===== src/rtl/sobel_linebuf_if.sv =====
// Pixel-in / triplet-out handshake bundle for sobel_linebuf.
// slave is the line buffer's view; master is the producer/consumer side.
interface sobel_linebuf_if #(
  parameter int PIX_W = 8
);
  logic [PIX_W-1:0] pix_in;
  logic             pix_in_vld;
  logic             pix_in_rdy;
  logic [PIX_W-1:0] input_row_a00;
  logic [PIX_W-1:0] input_row_a01;
  logic [PIX_W-1:0] input_row_a02;
  logic             row_vld;
  logic             row_rdy;
  logic             frame_done;

  modport slave (
    input  pix_in, pix_in_vld, row_rdy,
    output pix_in_rdy, input_row_a00, input_row_a01, input_row_a02,
           row_vld, frame_done
  );

  modport master (
    output pix_in, pix_in_vld, row_rdy,
    input  pix_in_rdy, input_row_a00, input_row_a01, input_row_a02,
           row_vld, frame_done
  );
endinterface


===== src/rtl/sobel_linebuf.sv =====
// Two-line buffer producing vertical 3-pixel columns for a Sobel core.
// Define SOBEL_LINEBUF_BORDER_EN to also emit rows 0/1 with top-border replication.
//
// state  | meaning
// FILL   | rows 0..1, priming the line memories
// STREAM | rows 2..IMG_H-1, one triplet per accepted pixel
// FLUSH  | last pixel taken, waiting for the final triplet handshake
module sobel_linebuf #(
  parameter int IMG_W = 64,
  parameter int IMG_H = 64,
  parameter int PIX_W = 8
) (
  input logic             CLOCK,
  input logic             RESET,
  sobel_linebuf_if.slave  bus
);
  localparam int COL_W = $clog2(IMG_W);
  localparam int ROW_W = $clog2(IMG_H);

  typedef enum logic [1:0] {
    FILL   = 2'd0,
    STREAM = 2'd1,
    FLUSH  = 2'd2
  } state_t;

  state_t           state_q;
  logic [COL_W-1:0] col_q;
  logic [ROW_W-1:0] row_q;
  logic [PIX_W-1:0] line0_q [IMG_W];
  logic [PIX_W-1:0] line1_q [IMG_W];
  logic [PIX_W-1:0] a00_q, a01_q, a02_q;
  logic [PIX_W-1:0] a00_d, a01_d, a02_d;
  logic             row_vld_q;
  logic             frame_done_q;

  logic             in_rdy;
  logic             xfer;
  logic             emit;
  logic             col_last;
  logic             row_last;
  logic [PIX_W-1:0] up2, up1;

  assign up2 = line0_q[col_q];
  assign up1 = line1_q[col_q];

  always_comb begin
    in_rdy   = (!row_vld_q || bus.row_rdy) && (state_q != FLUSH);
    xfer     = bus.pix_in_vld && in_rdy;
    col_last = (col_q == COL_W'(IMG_W - 1));
    row_last = (row_q == ROW_W'(IMG_H - 1));
`ifdef SOBEL_LINEBUF_BORDER_EN
    emit = xfer;
    if (row_q == ROW_W'(0)) begin
      a00_d = bus.pix_in;
      a01_d = bus.pix_in;
      a02_d = bus.pix_in;
    end else if (row_q == ROW_W'(1)) begin
      a00_d = up1;
      a01_d = up1;
      a02_d = bus.pix_in;
    end else begin
      a00_d = up2;
      a01_d = up1;
      a02_d = bus.pix_in;
    end
`else
    emit  = xfer && (state_q == STREAM);
    a00_d = up2;
    a01_d = up1;
    a02_d = bus.pix_in;
`endif
  end

  always_ff @(posedge CLOCK) begin
    if (RESET) begin
      state_q      <= FILL;
      col_q        <= '0;
      row_q        <= '0;
      a00_q        <= '0;
      a01_q        <= '0;
      a02_q        <= '0;
      row_vld_q    <= 1'b0;
      frame_done_q <= 1'b0;
    end else begin
      frame_done_q <= 1'b0;
      if (emit) begin
        a00_q     <= a00_d;
        a01_q     <= a01_d;
        a02_q     <= a02_d;
        row_vld_q <= 1'b1;
      end else if (bus.row_rdy) begin
        row_vld_q <= 1'b0;
      end

      case (state_q)
        FILL, STREAM: begin
          if (xfer) begin
            if (col_last) begin
              col_q <= '0;
              if (row_last) begin
                row_q   <= '0;
                state_q <= FLUSH;
              end else begin
                row_q   <= row_q + 1'b1;
                // row_q+1 >= 2 means the next line already has two lines above it
                state_q <= (row_q >= ROW_W'(1)) ? STREAM : FILL;
              end
            end else begin
              col_q <= col_q + 1'b1;
            end
          end
        end
        FLUSH: begin
          if (row_vld_q && bus.row_rdy) begin
            frame_done_q <= 1'b1;
            state_q      <= FILL;
          end
        end
        default: state_q <= FILL;
      endcase
    end
  end

  // Line memories are not reset; every triplet reads columns rewritten in this frame.
  always_ff @(posedge CLOCK) begin
    if (xfer && !RESET) begin
      line0_q[col_q] <= line1_q[col_q];
      line1_q[col_q] <= bus.pix_in;
    end
  end

  assign bus.pix_in_rdy    = in_rdy;
  assign bus.input_row_a00 = a00_q;
  assign bus.input_row_a01 = a01_q;
  assign bus.input_row_a02 = a02_q;
  assign bus.row_vld       = row_vld_q;
  assign bus.frame_done    = frame_done_q;
endmodule


===== src/flat_wrapper.sv =====
// flat-port wrapper written by rule: the top's interface ports become plain ports
module sobel_linebuf_flat 
#(
  parameter int IMG_W = 64,
  parameter int IMG_H = 64,
  parameter int PIX_W = 8
)
  (CLOCK, RESET, bus_pix_in, bus_pix_in_vld, bus_row_rdy, bus_pix_in_rdy, bus_input_row_a00, bus_input_row_a01, bus_input_row_a02, bus_row_vld, bus_frame_done);
  sobel_linebuf_if #(.PIX_W(PIX_W)) bus_i ();
  input logic CLOCK;
  input logic RESET;
  input wire logic [$bits(bus_i.pix_in)-1:0] bus_pix_in;
  input wire logic [$bits(bus_i.pix_in_vld)-1:0] bus_pix_in_vld;
  input wire logic [$bits(bus_i.row_rdy)-1:0] bus_row_rdy;
  output wire logic [$bits(bus_i.pix_in_rdy)-1:0] bus_pix_in_rdy;
  output wire logic [$bits(bus_i.input_row_a00)-1:0] bus_input_row_a00;
  output wire logic [$bits(bus_i.input_row_a01)-1:0] bus_input_row_a01;
  output wire logic [$bits(bus_i.input_row_a02)-1:0] bus_input_row_a02;
  output wire logic [$bits(bus_i.row_vld)-1:0] bus_row_vld;
  output wire logic [$bits(bus_i.frame_done)-1:0] bus_frame_done;
  assign bus_i.pix_in = bus_pix_in;
  assign bus_i.pix_in_vld = bus_pix_in_vld;
  assign bus_i.row_rdy = bus_row_rdy;
  assign bus_pix_in_rdy = bus_i.pix_in_rdy;
  assign bus_input_row_a00 = bus_i.input_row_a00;
  assign bus_input_row_a01 = bus_i.input_row_a01;
  assign bus_input_row_a02 = bus_i.input_row_a02;
  assign bus_row_vld = bus_i.row_vld;
  assign bus_frame_done = bus_i.frame_done;
  sobel_linebuf #(.IMG_W(IMG_W), .IMG_H(IMG_H), .PIX_W(PIX_W)) u_core (.CLOCK(CLOCK), .RESET(RESET), .bus(bus_i));
endmodule

===== config.mk =====
export PLATFORM = sky130hd
export DESIGN_NAME = sobel_linebuf_flat
export DESIGN_NICKNAME = d
export VERILOG_FILES = /design/src/rtl/sobel_linebuf_if.sv /design/src/rtl/sobel_linebuf.sv /design/src/flat_wrapper.sv
export SDC_FILE = /design/constraint.sdc
export NUM_CORES = 1
export LEC_CHECK = 0
export ABC_AREA = 1
export BUFFER_PORTS_ARGS = -buffer_cell sky130_fd_sc_hd__clkbuf_2
export CAP_MARGIN = 20
export CELL_PAD_IN_SITES_DETAIL_PLACEMENT = 0
export CELL_PAD_IN_SITES_GLOBAL_PLACEMENT = 2
export CORE_ASPECT_RATIO = 1.2
export CORE_MARGIN = 1
export CORE_UTILIZATION = 39
export DETAILED_ROUTE_END_ITERATION = 10
export GPL_TIMING_DRIVEN = 0
export PLACE_DENSITY_LB_ADDON = 0.1
export SLEW_MARGIN = 5
export SYNTH_ARGS = -nofsm -noshare
export SYNTH_HDL_FRONTEND = slang
export SYNTH_SLANG_ARGS = --single-unit

===== constraint.sdc =====
create_clock -name CLOCK -period 3 [get_ports CLOCK]
set_input_delay 0.15 -clock CLOCK [delete_from_list [all_inputs] [get_ports CLOCK]]
set_output_delay 0.15 -clock CLOCK [all_outputs]
set_load 0.01 [all_outputs]

# Word-level counts from Yosys, hierarchy flattened
# Memory sizes are Yosys's and may differ from the RTL's. A register that Yosys moved wholly into a read port is not among the register bits.
# Index checks and enable logic that the tools add are counted.
[word_totals] wordCells=51 input_bits=12 out_inout_bits=27 register_bits=32 ramBits=1024 memories=2 latch_bits=0 romBits=0
[memory_table] memory="u_core.line0_q" words=64 word_bits=8 rd=1 rd_ports_with_merged_regs=1 write_ports=1 line="sobel_linebuf.sv:29" rtl="logic [PIX_W-1:0] line0_q [IMG_W];"
[memory_table] memory="u_core.line1_q" words=64 word_bits=8 rd=1 rd_ports_with_merged_regs=1 write_ports=1 line="sobel_linebuf.sv:30" rtl="logic [PIX_W-1:0] line1_q [IMG_W];"
[classes] addsub=2 div_mod_pow=0 mux=15 n_lt_le_gt_ge=1 n_mul=0 reduce_logical=15 shifts=0 bitwise=1 n_eq_ne=8
[ops] cell="$mux W6" n=4
[ops] cell="$add A6 B1 Y6 const B" n=2
[ops] cell="$eq A6 B6 Y1 const B" n=2
[ops] cell="$mux W2" n=4
[ops] cell="$ge A6 B1 Y1 const B" n=1
[ops] cell="$mux W1" n=6
[ops] cell="$ne A2 B1 Y1 const B" n=3
[ops] cell="$reduce_and A3 Y1" n=2
[ops] cell="$logic_and A1 B1 Y1" n=5
[ops] cell="$pmux W2 S2" n=1
[ops] cell="$reduce_or A2 Y1" n=2
[ops] cell="$eq A2 B1 Y1 const B" n=1
[ops] cell="$eq A2 B2 Y1 const B" n=1
[ops] cell="$logic_not A1 Y1" n=2
[ops] cell="$logic_not A2 Y1" n=1
[ops] cell="$ne A2 B2 Y1 const B" n=1
[ops] cell="$reduce_and A2 Y1" n=1
[ops] cell="$reduce_bool A2 Y1" n=1
[ops] cell="$logic_or A1 B1 Y1" n=1
[ops] cell="$not A1 Y1" n=1

# Longest topological paths before layout
[logic_depth] word_depth=7 depth_mapped=16 ltp_nobuf=13

# Worst setup path after synthesis
# Ideal clock, no wire load.
[synth_path] path_type="register to register" start="register u_core.state_q[0]" end="memory u_core.line0_q[33][0], enable pin" arrival_ps=2687 path_buffers=0 setup_time_ps=430 period_less_slack_ps=3117 stages_incl_launch_ff=9 setup_slack_ps=-117 required_ps=2570 path_cell_list="dfxtp_1 -> inv_1 -> nand2_1 -> nand2_1 -> inv_2 -> nand2_4 -> nor2_2 -> nand2_1 -> nor4_1"
[synth_between] elab_chain_cells=6
[synth_rtl] item="from (decl)" line="sobel_linebuf.sv:26" rtl="state_t state_q;"
[synth_rtl] item="from (signal assigned)" line="sobel_linebuf.sv:106" rtl="state_q <= (row_q >= ROW_W'(1)) ? STREAM : FILL;"
[synth_rtl] item="$ne A2 B2 Y1" line="sobel_linebuf.sv:47" rtl="in_rdy = (!row_vld_q || bus.row_rdy) && (state_q != FLUSH);"
[synth_rtl] item="$logic_and A1 B1 Y1" line="sobel_linebuf.sv:47"
[synth_rtl] item="net bus_pix_in_rdy" line="flat_wrapper.sv:15" rtl="output wire logic [$bits(bus_i.pix_in_rdy)-1:0] bus_pix_in_rdy;"
[synth_rtl] item="$logic_and A1 B1 Y1" line="sobel_linebuf.sv:48" rtl="xfer = bus.pix_in_vld && in_rdy;"
[synth_rtl] item="$logic_and A1 B1 Y1" line="sobel_linebuf.sv:126" rtl="if (xfer && !RESET) begin"
[synth_rtl] item="$mux W1" line="sobel_linebuf.sv:126"
[synth_rtl] item="$mux W1 (implied by the code)" line="sobel_linebuf.sv:127" rtl="line0_q[col_q] <= line1_q[col_q];"
[synth_rtl] item="to (decl)" line="sobel_linebuf.sv:29"
# The timed path passes the listed nets, and every way through them passes these cells.

# Worst setup path in the final report
[layout_path] start="register u_core.col_q[4]" end="memory u_core.line0_q[10][1], enable pin"
[layout_rtl] item="from (decl)" line="sobel_linebuf.sv:27" rtl="logic [COL_W-1:0] col_q;"
[layout_rtl] item="from (signal assigned)" line="sobel_linebuf.sv:109" rtl="col_q <= col_q + 1'b1;"
# Straight into the memory's write port.

==> run summary <==
met2 Resource Use GR = 0.4916
max-cap viol count = 0
met3 Resource Use GR = 0.03255
Final setup viols = 9
cells after synthesis = 3940
TritonCTS clock tree = built
most frequent cells in the layout = nand2_1 (1789), edfxtp_1 (1024), nand3_1 (442)
Syn. warnings = 0
fillers = 10350
syn_area_per_cell = 11.16 µm²
Achievable Freq = 330.9 MHz
Top Usage Layer GRT = met2
clock sink count = 1070
CTS max path bufs = 3
FF-to-FF Start = u_core.col_q[4]
Layout area overhead = 19.00%
Critical Path Source Type = register
Total Routed Length = 160700 µm
met1 Use GR = 0.3590
H-tree depth = 3
Num CTS Buffers = 113
hold path start = bus_row_rdy
Remaining Overflow, GRT = 0
combinational share of power = 0.087
post-route clock period utilization = 1.007
failing checks = negative setup slack
Final Util = 0.4693
Clk network pwr share = 0.414
result of the run = finished with violations
vias = 30170
Seq cells post-synth = 1070
reg2reg setup slack = -0.02 ns
crit end category = register
share of layout cells above drive strength 1 = 0.1409
Die ar. = 114100 µm²
number of buffers added on ports = 37
Top-Level Pins = 39
Clock Pin Slew Worst Setup and Hold Paths = 0.06 ns
R2R cell count = 7
Remaining DRCs = 0
placed cell areas = 47550 µm²
Arr. time, crit path = 3.45 ns
hold slack = 0.2565 ns
RSZ-0062 raised after global routing = yes
Slew Viols, Final = 0
NetSw = 8.108 mW
root buf cell = clkbuf_16
CP required = 3.42 ns
Pre-antenna DRT Iters = 5
post-route minimum period = 3.022 ns
Mapped Area = 43970 µm²
Sw Ratio = 0.2439
first-pass GRT wire length = 223600 µm
ANT cells = 0
Peak VDD IR = 0.4631 mV
hold path depth = 4
slew margin rel. = 0.3011
Starting Density = 0.3943
core area = 111500 µm²
vias in the first global route = 29480
GRT Total Usage = 0.2836
Max FO, Critical Path = 9
Cell variety after synth = 36
antenna violations before repair = 2
clk_skew = 0.04577 ns
Leak = 19.71 nW
nets = 4233
drt first-iter violations = 2727
Setup CP Type = reg2reg
drt wl/cell = 27.65 µm
Seq/Total Area, Yosys = 0.7203
final setup TNS = -0.1349 ns
Cell Int Power = 25.14 mW
Critical R2R Capture = u_core.line0_q[10][1]
Post-Place Worst Slack = -0.5489 ns
Fin. Hold Viols = 0
most common cell after layout, fill and taps aside = nand2_1
worst-margin pin slew = 1.048 ns
Post-Layout Inst Area = 52320 µm²
DR vias/cell = 5.193
endpoint with the worst hold slack = u_core.bus.frame_done
Hold Path Class = in2reg
final worst slack = -0.02241 ns
Final GP Congestion = 0.8523
Clk Latency, worst-skew pair = 0.74 ns
Die Wd = 308.5 µm
Mapped Nets = 3956
Die Height = 369.8 µm
Pwr per Cell Area = 635.4 nW/µm²
row count = 134
DP HPWL = 107000 µm
Flop pwr share = 0.500
pin count of the biggest net entering global routing = 66
post-route ant nets = 0
## flip-flops by register name, summed over array words and instances, names as in the netlist, named ones only
signal and flops:
u_core.col_q 6, u_core.bus.input_row_a00 8, u_core.state_q 2, u_core.bus.row_vld 1
u_core.bus.input_row_a01 8, u_core.line0_q 512, u_core.bus.frame_done 1, u_core.bus.input_row_a02 8
u_core.row_q 6, u_core.line1_q 512
## cell usage after synthesis
cell type     n  area share
a21oi_1     101       0.011
buf_1        15      0.0013
buf_2       112       0.013
buf_4        52      0.0089
buf_6        10      0.0026
clkbuf_1     22      0.0019
dfxtp_1      46       0.021
edfxtp_1   1024        0.70
ha_1          4      0.0011
inv_1        67      0.0057
inv_2         8     0.00068
inv_4         2     0.00028
nand2_1    1799        0.15
nand2_4       4      0.0010
nand3_1     450       0.051
nand3_2       1     0.00023
nand3_4       1     0.00040
nand3b_1      6      0.0010
nand4_1       3     0.00043
nor2_1      101      0.0086
nor2_2        2     0.00028
nor2_4        4      0.0010
nor2_8        1     0.00046
nor3_1        4     0.00046
nor3_2        6      0.0014
nor3_4        2     0.00074
nor3b_1       2     0.00034
nor3b_2       1     0.00028
nor4_1        4     0.00057
o211ai_1      1     0.00017
o21a_1       16      0.0027
o21ai_0      25      0.0028
o21ai_1      41      0.0047
o21bai_1      1     0.00017
o311ai_0      1     0.00020
or2_1         1     0.00014
## stage by stage
| step | cells | total power [mW] |
|---|---|---|
| finish | 5810 | 33.24 |
| global route | 5810 | 34.17 |
| CTS | 5800 | 33.44 |
| detailed placement | 5531 | 19.75 |
| global placement | 5473 | 19.68 |
| floorplan | 3940 | 18.36 |
## routing by layer
metal	up-vias	routed length, µm
met1	14990	65620
li1	14020	-
met5	-	21
met2	917	80270
met4	4	6400
met3	243	8367
## how the worst max path moves through the flow
stage          slack [ns]  cells after the start                     to               from
2_1_floorplan       -0.12                      8  u_core.line0_q[33][0]  u_core.state_q[0]
3_3_place_gp        -3.29                      4  u_core.line0_q[33][5]    u_core.col_q[5]
3_5_place_dp        -0.55                      8  u_core.line0_q[30][5]           register
4_1_cts             0.002                      5  u_core.line0_q[40][4]    u_core.col_q[0]
5_1_grt             -0.07                      7  u_core.line0_q[10][1]    u_core.col_q[4]
6_report            -0.02                      7  u_core.line0_q[10][1]    u_core.col_q[4]
## cell type report
type	instances	area, µm²	share of cell area
buffer	211	1232	0.02356
clock buffer	156	3164	0.06048
clock inverter	56	421.7	0.008059
inverter	77	294.0	0.005620
multi-input combinational	2586	11460	0.2191
sequential	1070	31670	0.6053
tap	1496	1872	0.03578
timing repair buffer	158	2203	0.04211
## worst max-delay path, cell delays in order, from the launching register on
cell and delay [ns]:
dfxtp_1 0.29, buf_2 0.18, nor2_1 0.11, inv_1 0.10, nor2_2 0.53, inv_1 0.50, nor2_2 0.73, buf_8 0.25
## power groups by stage
stage	sequential, mW	clock, mW	combinational (mW)
final	16.6	13.7	2.88
after global placement	17.0	0	2.67
after global routing	16.6	14.5	3.09
after CTS	16.6	13.9	2.90
after detailed placement	16.9	0	2.81
after floorplan	17.0	0	1.41
## repair_timing
| item | in CTS | in global routing |
|---|---|---|
| hold endpoints to repair | 101 | 0 |
| resized for setup | 42 | 7 |
| pin swaps | 22 | 7 |
| hold buffers | 10 | 0 |
| setup buffers | 43 | 10 |
| endpoints found under the setup margin | 1319 | 388 |
| cloned | 4 | 0 |
## logic make-up after synthesis
logic type	after synthesis	synth area share
AOI/OAI and AO/OA	186	0.02228
adders and majority gates	4	0.001138
buffers and inverters	288	0.03404
DFF	1070	0.7203
and+or+nand+nor	2392	0.2222
Note: power is estimated with default switching activity, not from simulation.
